File: src/rtl/mem_loader.sv
// Streams a byte payload into processor data memory while holding the CPU in
// reset. Optional trailer checksum: define LOADER_CHECKSUM_EN to compile it in.
//
// Ports:
//   clock, reset (sync, active-low)
//   start, length   : begin a load of length bytes (0 = 256)
//   in_data/in_valid/in_ready : byte stream handshake
//   mem_addr/mem_data/mem_wren : data memory write port
//   cpu_hold, busy, done, err  : status
module mem_loader #(
  parameter logic [7:0] BASE_ADDR = 8'h00
) (
  input  logic       clock,
  input  logic       reset,
  input  logic       start,
  input  logic [7:0] length,
  input  logic [7:0] in_data,
  input  logic       in_valid,
  output logic       in_ready,
  output logic [7:0] mem_addr,
  output logic [7:0] mem_data,
  output logic       mem_wren,
  output logic       cpu_hold,
  output logic       busy,
  output logic       done,
  output logic       err
);

`ifdef LOADER_CHECKSUM_EN
  typedef enum logic [1:0] {
    IDLE  = 2'd0,
    LOAD  = 2'd1,
    CHECK = 2'd2,
    DONE  = 2'd3
  } state_t;
`else
  typedef enum logic [1:0] {
    IDLE = 2'd0,
    LOAD = 2'd1,
    DONE = 2'd3
  } state_t;
`endif

  state_t     state_q, state_d;
  logic [7:0] count_q, count_d;
  // Holds length-1 so length=0 naturally means 256 bytes.
  logic [7:0] last_q, last_d;

  logic       ready_d;
  logic [7:0] addr_d;
  logic [7:0] data_d;
  logic       wren_d;
  logic       hold_d;
  logic       busy_d;
  logic       done_d;
  logic       accept;

  assign accept = in_valid & in_ready;

`ifdef LOADER_CHECKSUM_EN
  logic [7:0] sum_q, sum_d;
  logic       err_q, err_d;
  logic [7:0] trailer_sum;

  assign trailer_sum = sum_q + in_data;
  assign err         = err_q;
`else
  assign err = 1'b0;
`endif

  always_comb begin
    state_d = state_q;
    count_d = count_q;
    last_d  = last_q;
    addr_d  = mem_addr;
    data_d  = mem_data;
    wren_d  = 1'b0;
`ifdef LOADER_CHECKSUM_EN
    sum_d   = sum_q;
    err_d   = err_q;
`endif

    unique case (state_q)
      IDLE, DONE: begin
        if (start) begin
          state_d = LOAD;
          last_d  = length - 8'd1;
          count_d = 8'd0;
`ifdef LOADER_CHECKSUM_EN
          sum_d   = 8'd0;
          err_d   = 1'b0;
`endif
        end
      end
      LOAD: begin
        if (accept) begin
          wren_d  = 1'b1;
          addr_d  = BASE_ADDR + count_q;
          data_d  = in_data;
          count_d = count_q + 8'd1;
`ifdef LOADER_CHECKSUM_EN
          sum_d   = sum_q + in_data;
          if (count_q == last_q) state_d = CHECK;
`else
          if (count_q == last_q) state_d = DONE;
`endif
        end
      end
`ifdef LOADER_CHECKSUM_EN
      CHECK: begin
        // Trailer byte is consumed but never written to memory.
        if (accept) begin
          err_d   = (trailer_sum != 8'd0);
          state_d = DONE;
        end
      end
`endif
      default: state_d = IDLE;
    endcase

`ifdef LOADER_CHECKSUM_EN
    ready_d = (state_d == LOAD) || (state_d == CHECK);
    busy_d  = (state_d == LOAD) || (state_d == CHECK);
    hold_d  = (state_d != DONE) || err_d;
`else
    ready_d = (state_d == LOAD);
    busy_d  = (state_d == LOAD);
    hold_d  = (state_d != DONE);
`endif
    done_d  = (state_d == DONE);
  end

  always_ff @(posedge clock) begin
    if (!reset) begin
      state_q  <= IDLE;
      count_q  <= 8'd0;
      last_q   <= 8'd0;
      in_ready <= 1'b0;
      mem_addr <= 8'd0;
      mem_data <= 8'd0;
      mem_wren <= 1'b0;
      cpu_hold <= 1'b1;
      busy     <= 1'b0;
      done     <= 1'b0;
    end else begin
      state_q  <= state_d;
      count_q  <= count_d;
      last_q   <= last_d;
      in_ready <= ready_d;
      mem_addr <= addr_d;
      mem_data <= data_d;
      mem_wren <= wren_d;
      cpu_hold <= hold_d;
      busy     <= busy_d;
      done     <= done_d;
    end
  end

`ifdef LOADER_CHECKSUM_EN
  always_ff @(posedge clock) begin
    if (!reset) begin
      sum_q <= 8'd0;
      err_q <= 1'b0;
    end else begin
      sum_q <= sum_d;
      err_q <= err_d;
    end
  end
`endif

endmodule

File: config.mk
export PLATFORM = sky130hd
export DESIGN_NAME = mem_loader
export DESIGN_NICKNAME = d
export VERILOG_FILES = /design/src/rtl/mem_loader.sv
export SDC_FILE = /design/constraint.sdc
export NUM_CORES = 1
export LEC_CHECK = 0
export BUFFER_PORTS_ARGS = -buffer_cell sky130_fd_sc_hd__clkbuf_2
export CORE_MARGIN = 3
export CORE_UTILIZATION = 31
export CTS_CLUSTER_DIAMETER = 120
export DETAILED_ROUTE_END_ITERATION = 8
export GPL_ROUTABILITY_DRIVEN = 1
export MAX_ROUTING_LAYER = met4
export PLACE_DENSITY = 0.61
export SLEW_MARGIN = 10
export SYNTH_ARGS = -nofsm -noshare
export SYNTH_HDL_FRONTEND = slang
export SYNTH_SLANG_ARGS = --single-unit
File: constraint.sdc
create_clock -name clock -period 2 [get_ports clock]
set_clock_uncertainty 0.1 [all_clocks]
set_input_delay 0.3 -clock clock [delete_from_list [all_inputs] [get_ports clock]]
set_output_delay 0.3 -clock clock [all_outputs]
set_load 0.01 [all_outputs]
==> flow_summary.ini, run 1 <==
[synthesis]
synth_seq_cells = 38
synth_cell_types = 36
yosys_warnings = 0
synthFlopType = dfxtp_1
ys_seq_area_frac = 0.4352
synth_fp_nets = 226
postSynthAreaPerCell_um2 = 8.696
synth_edf_count = 0
synthArstFlopShare = 0
netlist_area_um2 = 1748
syn_inst = 201

[clock_tree]
numClockSinks = 38
cts_buffers = 5
holdBufCountCts = 0
root_buffer = clkbuf_8
cts_tree = yes
cts_resized = 0
clockBufferDepth = 2
post-cts-setup-buffers = 0
htreeDepth = 2
clk_pin_slew_worst_paths_ns = 0.07
worstSkewPairLatency_ns = 0.28

[drt]
routed_wl_um = 3575
drt_first_iter_violations = 44
ant_nets = 0
route.detailed.drc = 0
wl_per_cell_um = 11.42
vias_per_cell = 4.658
dr_total_vias = 1458
firstDrtPassIters = 4

[sta]
tns_ns = 0
timing.final.crit_period_ns = 1.903
fmax_mhz = 525.5
slew_violations = 0
finalHoldViolCount = 0
rsz0062_at_grt = false
period_share = 0.9516
final-setup-viol-count = 0

[floorplan]
start_util = 0.3317
die_h_um = 81.09
core_area_um2 = 5270
fp-row-count = 26
design.die.area_um2 = 6576
ioPinCount = 42
die_w_um = 81.09

[critical_path]
worstSetupPathType = flop to flop
cp-end-kind = flop
reg2reg_to = count_q[7]$_SDFFE_PN0P_
crit_slowest_cell = or4_1
arrival_ns = 2.03
r2r_slack_ns = 0.1
worst_setup_path_start_kind = flop
reg2reg_from = state_q[0]$_SDFF_PN0_
cpPeakStageDelay_ns = 0.52
worst-path-max-fanout = 6
reg2reg_depth = 6
crit_path_cell_trace = inv_1, ha_2, and2b_4, a21o_4, or4_1, a21oi_2
required_ns = 2.12

[cells_and_area]
regArea_um2 = 760.7
syn_to_final_growth_pct = 22.48
fill_cells = 559
antenna_cells = 0
finalNonFillerCells = 313
drive_gt1_frac = 0.2593
multi_input_area_um2 = 912.1
final_area_um2 = 2141
final_net_count = 269

[global_routing]
antenna_found_initial = 0
grt_pass1_wl_um = 6106
grt_max_degree = 21
grt_pass1_vias = 1377
overflow = 0
grtUsageTotal = 0.1239

[hold_path]
whs_path_depth = 3
hold_path.class = input port to flop
hp-start = in_data[6]
holdPathEnd = mem_data[6]$_SDFFE_PN0P_

[place]
place_area_um2 = 2049
numPortBuffers = 40
place_inst = 307
dp_hpwl_um = 2641
gp_congestion = 0.7948

[power_and_ir_drop]
power_mw = 1.535
power_density_nw_per_um2 = 717.0
max-vdd-ir-drop_mv = 0.3299
leakage_nw = 0.8680

[run]
maxCapViolCount = 0

[run_status]
outcome = complete, no violations
==> state kept, by name (all words and copies together), names as in the netlist <==
name      cells
state_q       2
done          1
cpu_hold      1
last_q        8
mem_data      8
count_q       8
mem_wren      1
busy          1
mem_addr      8
==> cell usage after synthesis (all sizes together), types with 2 or more instances <==
master / number / area, um^2
buf: 4 / 23.76
o211a: 4 / 40.04
nand3b: 2 / 15.01
and2: 2 / 12.51
o21ai: 6 / 30.03
o31ai: 4 / 30.03
a211oi: 3 / 22.52
nor2: 9 / 33.78
nand3: 6 / 35.03
clkbuf: 10 / 37.54
a21oi: 8 / 40.04
or4: 3 / 22.52
nor3: 2 / 10.01
dfxtp: 38 / 760.7
nand2: 41 / 153.9
a21boi: 17 / 127.6
ha: 5 / 62.56
nand2b: 2 / 20.02
xnor2: 12 / 105.1
nand4: 2 / 12.51
inv: 6 / 22.52
xor2: 5 / 43.79
==> per-layer routing <==
| layer | vias to the layer above | GRT usage | share of wire |
|---|---|---|---|
| li1 | 767 | - | - |
| met1 | 651 | 0.1470 | 0.48 |
| met2 | 33 | 0.1946 | 0.45 |
| met3 | 7 | 0.03326 | 0.054 |
| met4 | 0 | 0.05912 | 0.017 |
| met5 | - | - | 0 |
==> final cells by class <==
cell class | instances | area share
Tap cell | 70 | 0.04091
Clock buffer | 6 | 0.03857
Inverter | 6 | 0.01052
Sequential cell | 38 | 0.3553
Timing Repair Buffer | 50 | 0.1286
Multi-Input combinational cell | 143 | 0.4261
==> kinds of logic after synthesis <==
| logic type | Yosys count | share of synthesized area |
|---|---|---|
| and+or+nand+nor | 75 | 0.2076 |
| AOI/OAI and AO/OA | 45 | 0.1861 |
| DFF | 38 | 0.4352 |
| buffers and inverters | 20 | 0.04795 |
| xor gates and xnor gates | 17 | 0.08518 |
| adders and majority gates | 5 | 0.03579 |
| other | 1 | 0.002145 |
==> critical path: cells and delay by family, from the launching register on <==
kind | cells | cell delay (ns)
AO/OA/AOI/OAI | 2 | 0.34
buffers and inverters | 1 | 0.05
flip-flops | 1 | 0.33
adder cells (fa/ha/maj) | 1 | 0.32
AND/OR/NAND/NOR | 2 | 0.70
==> worst max-delay path by stage <==
stage / startpoint / end / slack (ns) / depth (start not counted)
2_1_floorplan: state_q[0]$_SDFF_PN0_ / count_q[5]$_SDFFE_PN0P_ / 0.05 / 6
3_3_place_gp: state_q[0]$_SDFF_PN0_ / count_q[7]$_SDFFE_PN0P_ / 0.08 / 6
3_5_place_dp: state_q[0]$_SDFF_PN0_ / count_q[7]$_SDFFE_PN0P_ / 0.05 / 6
4_1_cts: state_q[0]$_SDFF_PN0_ / count_q[7]$_SDFFE_PN0P_ / 0.04 / 6
5_1_grt: state_q[0]$_SDFF_PN0_ / count_q[7]$_SDFFE_PN0P_ / 0.04 / 6
6_report: state_q[0]$_SDFF_PN0_ / count_q[7]$_SDFFE_PN0P_ / 0.1 / 6
==> report_power, final <==
group	internal, mW	total, mW	switching (mW)
clock	0.266	0.511	0.245
combinational	0.106	0.221	0.115
sequential	0.785	0.803	0.0181
==> placed cells by master (no fill, tap or decap), drive strengths merged, types with 2 or more instances in the layout <==
cell    instances
a211oi          3
a21boi         17
a21oi           8
and2            2
buf            10
clkbuf         46
dfxtp          38
ha              5
inv             6
nand2          41
nand2b          2
nand3           6
nand3b          2
nand4           2
nor2            9
nor3            2
o211a           4
o21ai           6
o31ai           4
or4             3
xnor2          12
xor2            5
==> through the flow <==
| stage | hold slack, ns | util | setup slack, ns |
|---|---|---|---|
| 3_3_place_gp | 0.3492 | 0.3889 | 0.08483 |
| 5_1_grt | 0.1472 | 0.4062 | 0.04208 |
| 3_5_place_dp | 0.3560 | 0.3889 | 0.05201 |
| 6_report | 0.1410 | 0.4062 | 0.09687 |
| 4_1_cts | 0.1394 | 0.4046 | 0.04311 |
| 2_1_floorplan | 0.3449 | - | 0.04948 |
(Power assumes the default switching activity.)
==> inputs of run 2 (changes only) <==
--- a/config.mk
+++ b/config.mk
@@ -5,6 +5,7 @@
 export SDC_FILE = /design/constraint.sdc
 export NUM_CORES = 1
 export LEC_CHECK = 0
+export ABC_AREA = 1
 export BUFFER_PORTS_ARGS = -buffer_cell sky130_fd_sc_hd__clkbuf_2
 export CORE_MARGIN = 3
 export CORE_UTILIZATION = 31
==> run 2 against run 1 <==
  * Final cell count up 15%
  * Clock power up 27%
  * Synthesized area up 0.14%
  * Cell area down 0.88%
  * Largest cell class unchanged
  * Via count up 7.6%
  * Critical path depth up 5
  * Core utilization down 0.36 points
  * Flip-flop and latch count unchanged
  * Largest power group unchanged
  * Register-to-register slack better by 0.14 ns
  * Worst hold slack worse by 0.031 ns
==> flow_summary.ini, run 2 <==
[cells_and_area]
final_util = 0.4027
drive_gt1_frac = 0.2000
final_cell_mix = nand2_1 (61), clkbuf_2 (40), dfxtp_1 (38), inv_1 (36), a21oi_1 (27)
final_common_cell = nand2_1
syn_to_final_growth_pct = 21.23
antenna_cells = 0
final_net_count = 315

[global_routing]
antenna_found_initial = 0
overflow = 0
grt_pass1_vias = 1437
grt_max_degree = 23
grtUsageTotal = 0.1297
grt_pass1_wl_um = 6465

[floorplan]
die_h_um = 81.15
fp-row-count = 26
start_util = 0.3321
ioPinCount = 42
core_area_um2 = 5270
design.die.area_um2 = 6585
die_w_um = 81.15

[critical_path]
r2r_slack_ns = 0.24
reg2reg_from = state_q[0]$_SDFF_PN0_
worst_setup_path_start_kind = flop
reg2reg_to = count_q[6]$_SDFFE_PN0P_
cpMostUsedCell = nand2_1
arrival_ns = 1.85
crit_slowest_cell = dfxtp_1
crit_path_cell_trace = inv_1, ha_1, nand2_2, inv_4, nand2_1, nand2_4, inv_2, nor2_2, nand2_1, nand2_1, nor2_1
crit_family = simple AND/OR/NAND/NOR gates
worst-path-max-fanout = 13
critPathBufInv = 3
reg2reg_depth = 11
cpPeakStageDelay_ns = 0.38
worstSetupPathType = flop to flop
cp-end-kind = flop
required_ns = 2.09

[drt]
ant_nets = 0
drt_first_iter_violations = 55
routed_wl_um = 3748
wl_per_cell_um = 10.41
vias_per_cell = 4.358
route.detailed.drc = 0
firstDrtPassIters = 4
dr_total_vias = 1569

[run]
maxCapViolCount = 0

[synthesis]
synth_area_leaders = dfxtp_1 (43%), nand2_1 (13%), a21oi_1 (7.7%)
synthArstFlopShare = 0
synth_cell_types = 24
synthFlopType = dfxtp_1
yosysMostFrequentCell = nand2_1
netlist_area_um2 = 1750
synth_top_cell_area_share = 0.4346
syn_inst = 250
postSynthAreaPerCell_um2 = 7.002
synth_common_cells = nand2_1 (61), dfxtp_1 (38), inv_1 (36)
synth_seq_cells = 38
ys_seq_area_frac = 0.4346
yosys_warnings = 0
synth_fp_nets = 275
synth_largest_area_cell = dfxtp_1
synth_edf_count = 0

[sta]
timing.final.crit_period_ns = 1.761
tns_ns = 0
layout_setup_ws_ns = 0.2395
slew_violations = 0
finalHoldViolCount = 0
period_share = 0.8803
final-setup-viol-count = 0
fmax_mhz = 568.0
rsz0062_at_grt = false

[place]
dp_hpwl_um = 2869
numPortBuffers = 40
pre_cts_ws_ns = 0.1943
gp_congestion = 0.8481

[power_and_ir_drop]
p_sw_frac = 0.2487
leakage_nw = 1.002
power_frac_clock = 0.380
pwr-share-comb = 0.136
p_sw_uw = 425.5
cell_internal_pwr_mw = 1.286
max-vdd-ir-drop_mv = 0.2453
seqPwrFrac = 0.484
power_density_nw_per_um2 = 806.4

[clock_tree]
cts_buffers = 5
clk_pin_slew_worst_paths_ns = 0.07
post-cts-setup-buffers = 0
htreeDepth = 2
numClockSinks = 38
clockBufferDepth = 2
worstSkewPairLatency_ns = 0.28
root_buffer = clkbuf_8
cts_tree = yes

[hold_path]
hold_path.class = input port to flop
holdPathEnd = last_q[0]$_SDFFE_PN0P_
hp-start = length[0]
whs_path_depth = 2

[run_status]
outcome = complete, no violations
[run 2: per-stage QoR]
stage / power (mW) / hold WS (ns) / instance area [um^2] / std cells
2_1_floorplan: 1.004 / 0.2894 / 1750 / 250
6_report: 1.711 / 0.1099 / 2122 / 360
5_1_grt: 1.807 / 0.1206 / 2122 / 360
4_1_cts: 1.729 / 0.1091 / 2120 / 360
3_3_place_gp: 1.076 / 0.3523 / 2007 / 353
3_5_place_dp: 1.079 / 0.3565 / 2007 / 353
[run 2: power groups by stage]
stage,registers (mW),clock network (mW),logic [mW]
final,0.828,0.650,0.233
after global routing,0.834,0.699,0.274
after CTS,0.829,0.665,0.235
after detailed placement,0.845,0,0.234
after global placement,0.845,0,0.231
after floorplan,0.846,0,0.158
[run 2: worst max-delay path by stage]
| stage | start | endpoint | slack, ns | depth (start not counted) |
|---|---|---|---|---|
| final | state_q[0]$_SDFF_PN0_ | count_q[6]$_SDFFE_PN0P_ | 0.24 | 11 |
| after floorplan | state_q[0]$_SDFF_PN0_ | count_q[6]$_SDFFE_PN0P_ | 0.46 | 11 |
| after global placement | state_q[0]$_SDFF_PN0_ | count_q[6]$_SDFFE_PN0P_ | 0.25 | 11 |
| after CTS | state_q[0]$_SDFF_PN0_ | count_q[6]$_SDFFE_PN0P_ | 0.18 | 11 |
| after detailed placement | state_q[0]$_SDFF_PN0_ | count_q[6]$_SDFFE_PN0P_ | 0.19 | 11 |
| after global routing | state_q[0]$_SDFF_PN0_ | count_q[6]$_SDFFE_PN0P_ | 0.06 | 11 |
[run 2: kinds of logic (layout without fill, tap and decap cells)]
kind of cell | after synthesis | count (layout) | share of synthesized area
buffers and inverters | 48 | 88 | 0.1101
xor gates and xnor gates | 5 | 5 | 0.02502
DFF | 38 | 38 | 0.4346
and+or+nand+nor | 102 | 102 | 0.2423
other | 1 | 1 | 0.002142
AOI/OAI and AO/OA | 51 | 51 | 0.1501
adders and majority gates | 5 | 5 | 0.03574
[run 2: layout make-up]
class                           instances  area [um^2]
Timing Repair Buffer                   42        215.2
Sequential cell                        38        760.7
Clock inverter                          1        30.03
Clock buffer                            6        82.58
Multi-Input combinational cell        164        797.0
Tap cell                               70        87.58
Fill cell                             554         3148
Inverter                               39        148.9
[run 2: what timing repair did]
action,in CTS,in global routing
hold buffers,0,0
endpoints found under the setup margin,0,1
hold endpoints to repair,0,0
gates resized for setup,0,1
[run 2: metal layers]
| layer | vias to the layer above | track usage | part of all wire |
|---|---|---|---|
| li1 | 860 | - | - |
| met1 | 669 | 0.1575 | 0.48 |
| met2 | 30 | 0.2020 | 0.45 |
| met3 | 10 | 0.03548 | 0.048 |
| met4 | 0 | 0.05574 | 0.027 |
| met5 | - | - | 0 |
